## src/rtl/apb_arb_pkg.sv

```systemverilog
// apb_arb_pkg: shared FSM state type and APB bus widths for the arbitrated APB master.
package apb_arb_pkg;
    localparam int APB_ADDR_W = 32;
    localparam int APB_DATA_W = 32;
    typedef enum logic [1:0] {IDLE, SETUP, ACCESS} state_t;
endpackage

```

## src/rtl/apb_rr_arb.sv

```systemverilog
// apb_rr_arb: round-robin grant, searching upward from last+1 (mod N).
module apb_rr_arb
    import apb_arb_pkg::*;
#(
    parameter int N = 2,
    localparam int IW = $clog2(N)
) (
    input  logic [N-1:0]  req,
    input  logic [IW-1:0] last,
    output logic [N-1:0]  grant,
    output logic [IW-1:0] idx
);
    logic [IW-1:0] c;
    always_comb begin
        grant = '0;
        idx = '0;
        c = '0;
        // Walk from the farthest candidate down so the nearest requester is written last and wins.
        for (int k = N; k >= 1; k--) begin
            c = IW'((int'(last) + k) % N);
            if (req[c]) begin
                grant = '0;
                grant[c] = 1'b1;
                idx = c;
            end
        end
    end
endmodule

```

## src/rtl/apb_arb_master.sv

```systemverilog
// apb_arb_master: round-robin arbiter in front of a single APB master port.
// Define APB_ARB_TIMEOUT_EN to end ACCESS with an error after TIMEOUT_CYCLES wait states.
module apb_arb_master
    import apb_arb_pkg::*;
#(
    parameter int NUM_REQ = 2,
    parameter int TIMEOUT_CYCLES = 16
) (
    input  logic                          pclk,
    input  logic                          presetn,
    input  logic [NUM_REQ-1:0]            req_valid,
    output logic [NUM_REQ-1:0]            req_ready,
    input  logic [NUM_REQ*APB_ADDR_W-1:0] req_addr,
    input  logic [NUM_REQ-1:0]            req_write,
    input  logic [NUM_REQ*APB_DATA_W-1:0] req_wdata,
    output logic [NUM_REQ-1:0]            rsp_valid,
    output logic [APB_DATA_W-1:0]         rsp_rdata,
    output logic                          rsp_err,
    output logic [APB_ADDR_W-1:0]         paddr,
    output logic                          psel,
    output logic                          penable,
    output logic                          pwrite,
    output logic [APB_DATA_W-1:0]         pwdata,
    input  logic [APB_DATA_W-1:0]         prdata,
    input  logic                          pready,
    input  logic                          pslverr
);
    localparam int IW = $clog2(NUM_REQ);
    localparam int CW = $clog2(TIMEOUT_CYCLES + 1);
`ifdef APB_ARB_TIMEOUT_EN
    localparam bit TO_EN = 1'b1;
`else
    localparam bit TO_EN = 1'b0;
`endif

    state_t state, state_n;
    logic [IW-1:0] last_grant, cur, gidx;
    logic [NUM_REQ-1:0] grant;
    logic [CW-1:0] cnt;
    logic done, to, accept;

    apb_rr_arb #(.N(NUM_REQ)) u_arb (
        .req(req_valid),
        .last(last_grant),
        .grant(grant),
        .idx(gidx)
    );

    assign to = TO_EN && state == ACCESS && !pready && cnt == CW'(TIMEOUT_CYCLES - 1);
    assign done = state == ACCESS && (pready || to);
    assign accept = presetn && |req_valid && (state == IDLE || done);
    assign req_ready = accept ? grant : '0;
    assign psel = state != IDLE;
    assign penable = state == ACCESS;

    always_comb begin
        state_n = IDLE;
        state_n = accept ? SETUP : state == SETUP ? ACCESS : (state == ACCESS && !done) ? ACCESS : IDLE;
    end

    always_ff @(posedge pclk) begin
        if (!presetn)
            state <= IDLE;
        else
            state <= state_n;
    end

    always_ff @(posedge pclk) begin
        if (!presetn) begin
            last_grant <= IW'(NUM_REQ - 1);
            cur <= '0;
            cnt <= '0;
            paddr <= '0;
            pwrite <= 1'b0;
            pwdata <= '0;
            rsp_valid <= '0;
            rsp_rdata <= '0;
            rsp_err <= 1'b0;
        end else begin
            rsp_valid <= done ? NUM_REQ'(1) << cur : '0;
            rsp_rdata <= (done && !pwrite && !to) ? prdata : '0;
            rsp_err <= done && (to || pslverr);
            cnt <= accept ? '0 : (state == ACCESS && !pready) ? cnt + 1'b1 : cnt;
            if (accept) begin
                last_grant <= gidx;
                cur <= gidx;
                paddr <= req_addr[APB_ADDR_W*gidx +: APB_ADDR_W];
                pwrite <= req_write[gidx];
                pwdata <= req_wdata[APB_DATA_W*gidx +: APB_DATA_W];
            end
        end
    end
endmodule

```

## config.mk

```make
export PLATFORM = sky130hd
export DESIGN_NAME = apb_arb_master
export DESIGN_NICKNAME = d
export VERILOG_FILES = /design/src/rtl/apb_arb_pkg.sv /design/src/rtl/apb_rr_arb.sv /design/src/rtl/apb_arb_master.sv
export SDC_FILE = /design/constraint.sdc
export NUM_CORES = 1
export LEC_CHECK = 0
export BUFFER_PORTS_ARGS = -buffer_cell sky130_fd_sc_hd__buf_2
export CELL_PAD_IN_SITES_DETAIL_PLACEMENT = 0
export CELL_PAD_IN_SITES_GLOBAL_PLACEMENT = 1
export CORE_AREA = 2 2 128 130
export CTS_CLUSTER_DIAMETER = 100
export CTS_CLUSTER_SIZE = 14
export DETAILED_ROUTE_END_ITERATION = 12
export DIE_AREA = 0 0 130 132
export PLACE_DENSITY = 0.77
export SKIP_LAST_GASP = 1
export SLEW_MARGIN = 20
export SYNTH_ARGS = -nofsm -noshare
export SYNTH_HDL_FRONTEND = slang
export SYNTH_SLANG_ARGS = --single-unit
```

## constraint.sdc

```tcl
create_clock -name pclk -period 1.2 [get_ports pclk]
set_input_delay 0 -clock pclk [delete_from_list [all_inputs] [get_ports pclk]]
set_output_delay 0 -clock pclk [all_outputs]
set_load 0.01 [all_outputs]
```

==> results by group <==
GRT
  • Tot GR Track Use: 0.2000
  • First-pass GRT wire length: about 26 mm
  • Vias in the first global route: 5200
  • Initial antenna violation count: 0
  • Grt ovf: 0
  • Largest net degree at the start of global routing: 32

Setup path
  • Reg-to-Reg End: last_grant$_SDFFE_PN1P_
  • Critical Path Most Common Cell: and3_4
  • Crit path cell chain: nor2b_4, and3_4, buf_12, and3_4, buf_6
  • CP peak stage delay: 340 ps
  • CP Buf/Inv Count: 2
  • Reg2reg setup slack: -200 ps
  • Slowest CP cell: dfxtp_2
  • Critical path's top delay family: simple AND/OR/NAND/NOR gates
  • Worst r2r src: last_grant$_SDFFE_PN1P_
  • Worst EP required: 1200 ps
  • Max Fanout on Critical Path: 3
  • CP startpoint: state[0]$_SDFF_PN0_
  • Arrival @ worst endpoint: 1410 ps
  • CP Class: flop to output pin
  • R2R cell count: 8
  • CP startpoint kind: flop
  • Levels on crit path: 5
  • Endpoint class of the critical path: output pin

Synth
  • Simple-gate area share of the yosys netlist: 0.1491
  • Synthesis Warnings: 0
  • Syn Inst Count: slightly above 400
  • Sequential area share after synthesis: 0.5003
  • Syn_nets: between 500 and 600
  • Yosys cell types: 26
  • Largest family of logic cells by synthesized area: multiplexers
  • Avg Cell Area, Syn: between 10 and 15 µm²
  • Mux share of post-synthesis cell area: 0.2261
  • Synth Area in Compound Gates: 0.07426
  • Post-Synthesis Cell Area: between 4000 and 5000 µm²
  • Post-Synth XOR/XNOR Area: 0
  • Synth Area in Adders: 0
  • Yosys reg bits: about 100

Cells and area
  • Area delta synth->final: 110.6%
  • Layout cells sized above 1: 0.4481
  • Post-layout util: 0.5578
  • Layout net count: roughly 1000
  • Design Area, Final: between 8000 and 9000 µm²

Detailed routing
  • Via density: around 4.4
  • Remaining antenna violation count: 0
  • Drt first-iter violations: 134
  • Post-Route WL: 18.14 mm
  • Pre-antenna DRT Iters: 4
  • Wire length per cell: ~16 µm
  • Via count: between 4000 and 5000
  • Remaining DRCs: 0

Die
  • Core Region: 15710 µm²
  • Starting density of the core: 0.2649
  • Die Width: ~130 µm
  • Full die area: about 17000 µm²
  • IO Count: 272
  • Floorplan row count: 46
  • Die height: 132 µm

Timing
  • RSZ-0062 raised after global routing: true
  • Final period utilization: 1.172
  • PnR worst setup slack: -206.6 ps
  • Slew at the pin with the worst max-slew slack: between 300 and 400 ps
  • Worst Skew: between 6 and 7 ps
  • Final slew viol count: 0
  • Slew headroom: 0.7512
  • Fmax: 710.9 MHz
  • Min Tclk post-route: 1407 ps
  • Final setup fails: around 100
  • Final hold vios: 0

Power
  • Reg power frac: 0.414
  • Comb power frac: 0.276
  • Static leakage: between 0.004 and 0.005 µW
  • Power Dens Cells: 1062 nW/µm²
  • Total power: 9304 µW
  • Switch Pwr: around 2600 µW
  • Max VDD drop: 0.7031 mV
  • Internal Power: between 6000 and 7000 µW
  • Sw frac: 0.2829
  • Clock share of power: 0.309

Min path
  • Hold worst-path end: rsp_err$_SDFF_PN0_
  • Hold WC Path Type: input pin to flop
  • Hold path depth: 3
  • Worst hold start: pready

Run
  • Max Cap Viol: 0

Clock network
  • Clock root buffer: clkbuf_16
  • CTS tree: done
  • Sink Count: approximately 100
  • CTS Buffer Depth: 2
  • Clk Latency, worst-skew pair: 350 ps
  • Reg clk slew, reported paths: about 70 ps
  • CTS buffer count: 9
  • H-tree Lvls: 3

Place
  • Post-detail-place hpwl: ~9.3 mm
  • # port buffers: about 270
  • Placer Congestion: about 0.74
  • Placed Area: 5911 µm²

Status
  • Violated checks: negative setup slack
  • Status: finished with violations
tightest hold or removal path: cells and delay by family:
| family | cells | cell delay (ps) |
|---|---|---|
| buffers and inverters | 1 | 110 |
| and+or+nand+nor | 2 | 290 |
sequential cells by signal, summed over array words and instances, names as in the netlist:
register and cells:
paddr 32, pwdata 32, rsp_rdata 32, rsp_valid 2
state 2, cur 1, last_grant 1, pwrite 1
rsp_err 1
layout by cell type, fill, tap and decap left out, drive strengths merged, types with 2 or more instances in the layout:
cell / Yosys / layout
buf: 22 / 331
dlygate4sd3: 0 / 164
dfxtp: 104 / 104
mux2i: 94 / 94
nand2: 84 / 84
and2: 34 / 34
a31oi: 18 / 18
a311oi: 18 / 18
clkbuf: 10 / 10
clkinv: 1 / 5
inv: 2 / 5
and3: 3 / 3
nand2b: 3 / 3
diode: 0 / 2
nor2b: 2 / 2
nor2: 2 / 2
or2: 2 / 2
power groups by stage:
| stage | clock (µW) | sequential [µW] | combinational, µW |
|---|---|---|---|
| floorplan | 0 | 4050 | 697 |
| global placement | 0 | 3920 | 1590 |
| detailed placement | 0 | 3930 | 1590 |
| CTS | 2980 | 3850 | 2460 |
| global route | 3080 | 3880 | 2740 |
| finish | 2880 | 3860 | 2570 |
cell type report:
type                            instances  area (µm²)
Antenna cell                            2       5.005
Clock buffer                            9       225.2
Clock inverter                          7       62.56
Fill cell                            1310        6948
Inverter                                3       11.26
Multi-Input combinational cell        267        2082
Sequential cell                       104        2088
Tap cell                              216       270.3
Timing Repair Buffer                  496        4020
logic make-up (layout without fill, tap and decap cells):
family                 count (synthesis)  after routing
buffers and inverters                 35            515
AND/OR/NAND/NOR                      132            132
other                                  0              2
AO/OA/AOI/OAI                         41             41
multiplexers                          94             94
flip-flops                           104            104
repair_timing:
action / CTS / global route
gates resized for setup: 41 / 67
buffers inserted: 17 / 10
hold buffers: 164 / 0
endpoints found under the setup margin: 60 / 105
cloned: 15 / 1
pin swaps: 9 / 35
endpoints found under the hold margin: 99 / 0
per-layer routing:
layer	GRT usage	wire [µm]	up-vias
met1	0.2212	7283	2268
met3	0.05114	1117	47
met2	0.3551	9174	200
li1	-	-	2359
met5	0	0	-
met4	0.09080	559	0
worst max path at each step:
| stage | endpoint | slack, ps |
|---|---|---|
| 2_1_floorplan | paddr[0]$_SDFFE_PN0P_ | -30 |
| 3_3_place_gp | paddr[14]$_SDFFE_PN0P_ | -10 |
| 3_5_place_dp | paddr[26]$_SDFFE_PN0P_ | -60 |
| 4_1_cts | req_ready[1] | -210 |
| 5_1_grt | req_ready[1] | -270 |
| 6_report | req_ready[0] | -210 |
metrics by stage:
stage	setup TNS (ps)	hold slack, ps	setup WS (ps)	std cells
2_1_floorplan	-1410	121.7	-34.84	406
3_3_place_gp	-13.77	199.6	-13.77	887
3_5_place_dp	-359.7	203.2	-61.10	887
4_1_cts	-7879	58.18	-215.0	1099
5_1_grt	-17000	92.62	-265.6	1102
6_report	-10730	77.56	-206.6	1104
Yosys cell counts:
master / count / area, µm²
and2_1: 34 / 212.7
clkinv_1: 1 / 3.750
a21bo_2: 1 / 10.01
and3_1: 3 / 18.77
o211ai_1: 1 / 7.510
a21boi_2: 1 / 11.26
a311oi_1: 18 / 157.7
nor2_1: 2 / 7.510
buf_6: 4 / 45.04
buf_2: 8 / 40.04
nor2b_1: 1 / 6.260
or2_1: 1 / 6.260
nand2_1: 84 / 315.3
nor2b_4: 1 / 13.76
o21ai_1: 1 / 5.000
nand4b_1: 1 / 8.760
nand2b_1: 3 / 18.77
or2_2: 1 / 6.260
dfxtp_1: 104 / 2082
mux2i_1: 94 / 940.9
inv_1: 2 / 7.510
a31oi_1: 18 / 112.6
nand4_1: 1 / 6.260
buf_4: 10 / 75.07
a21oi_1: 1 / 5.000
clkbuf_1: 10 / 37.54
No activity file was read; power rests on OpenSTA's default activity.
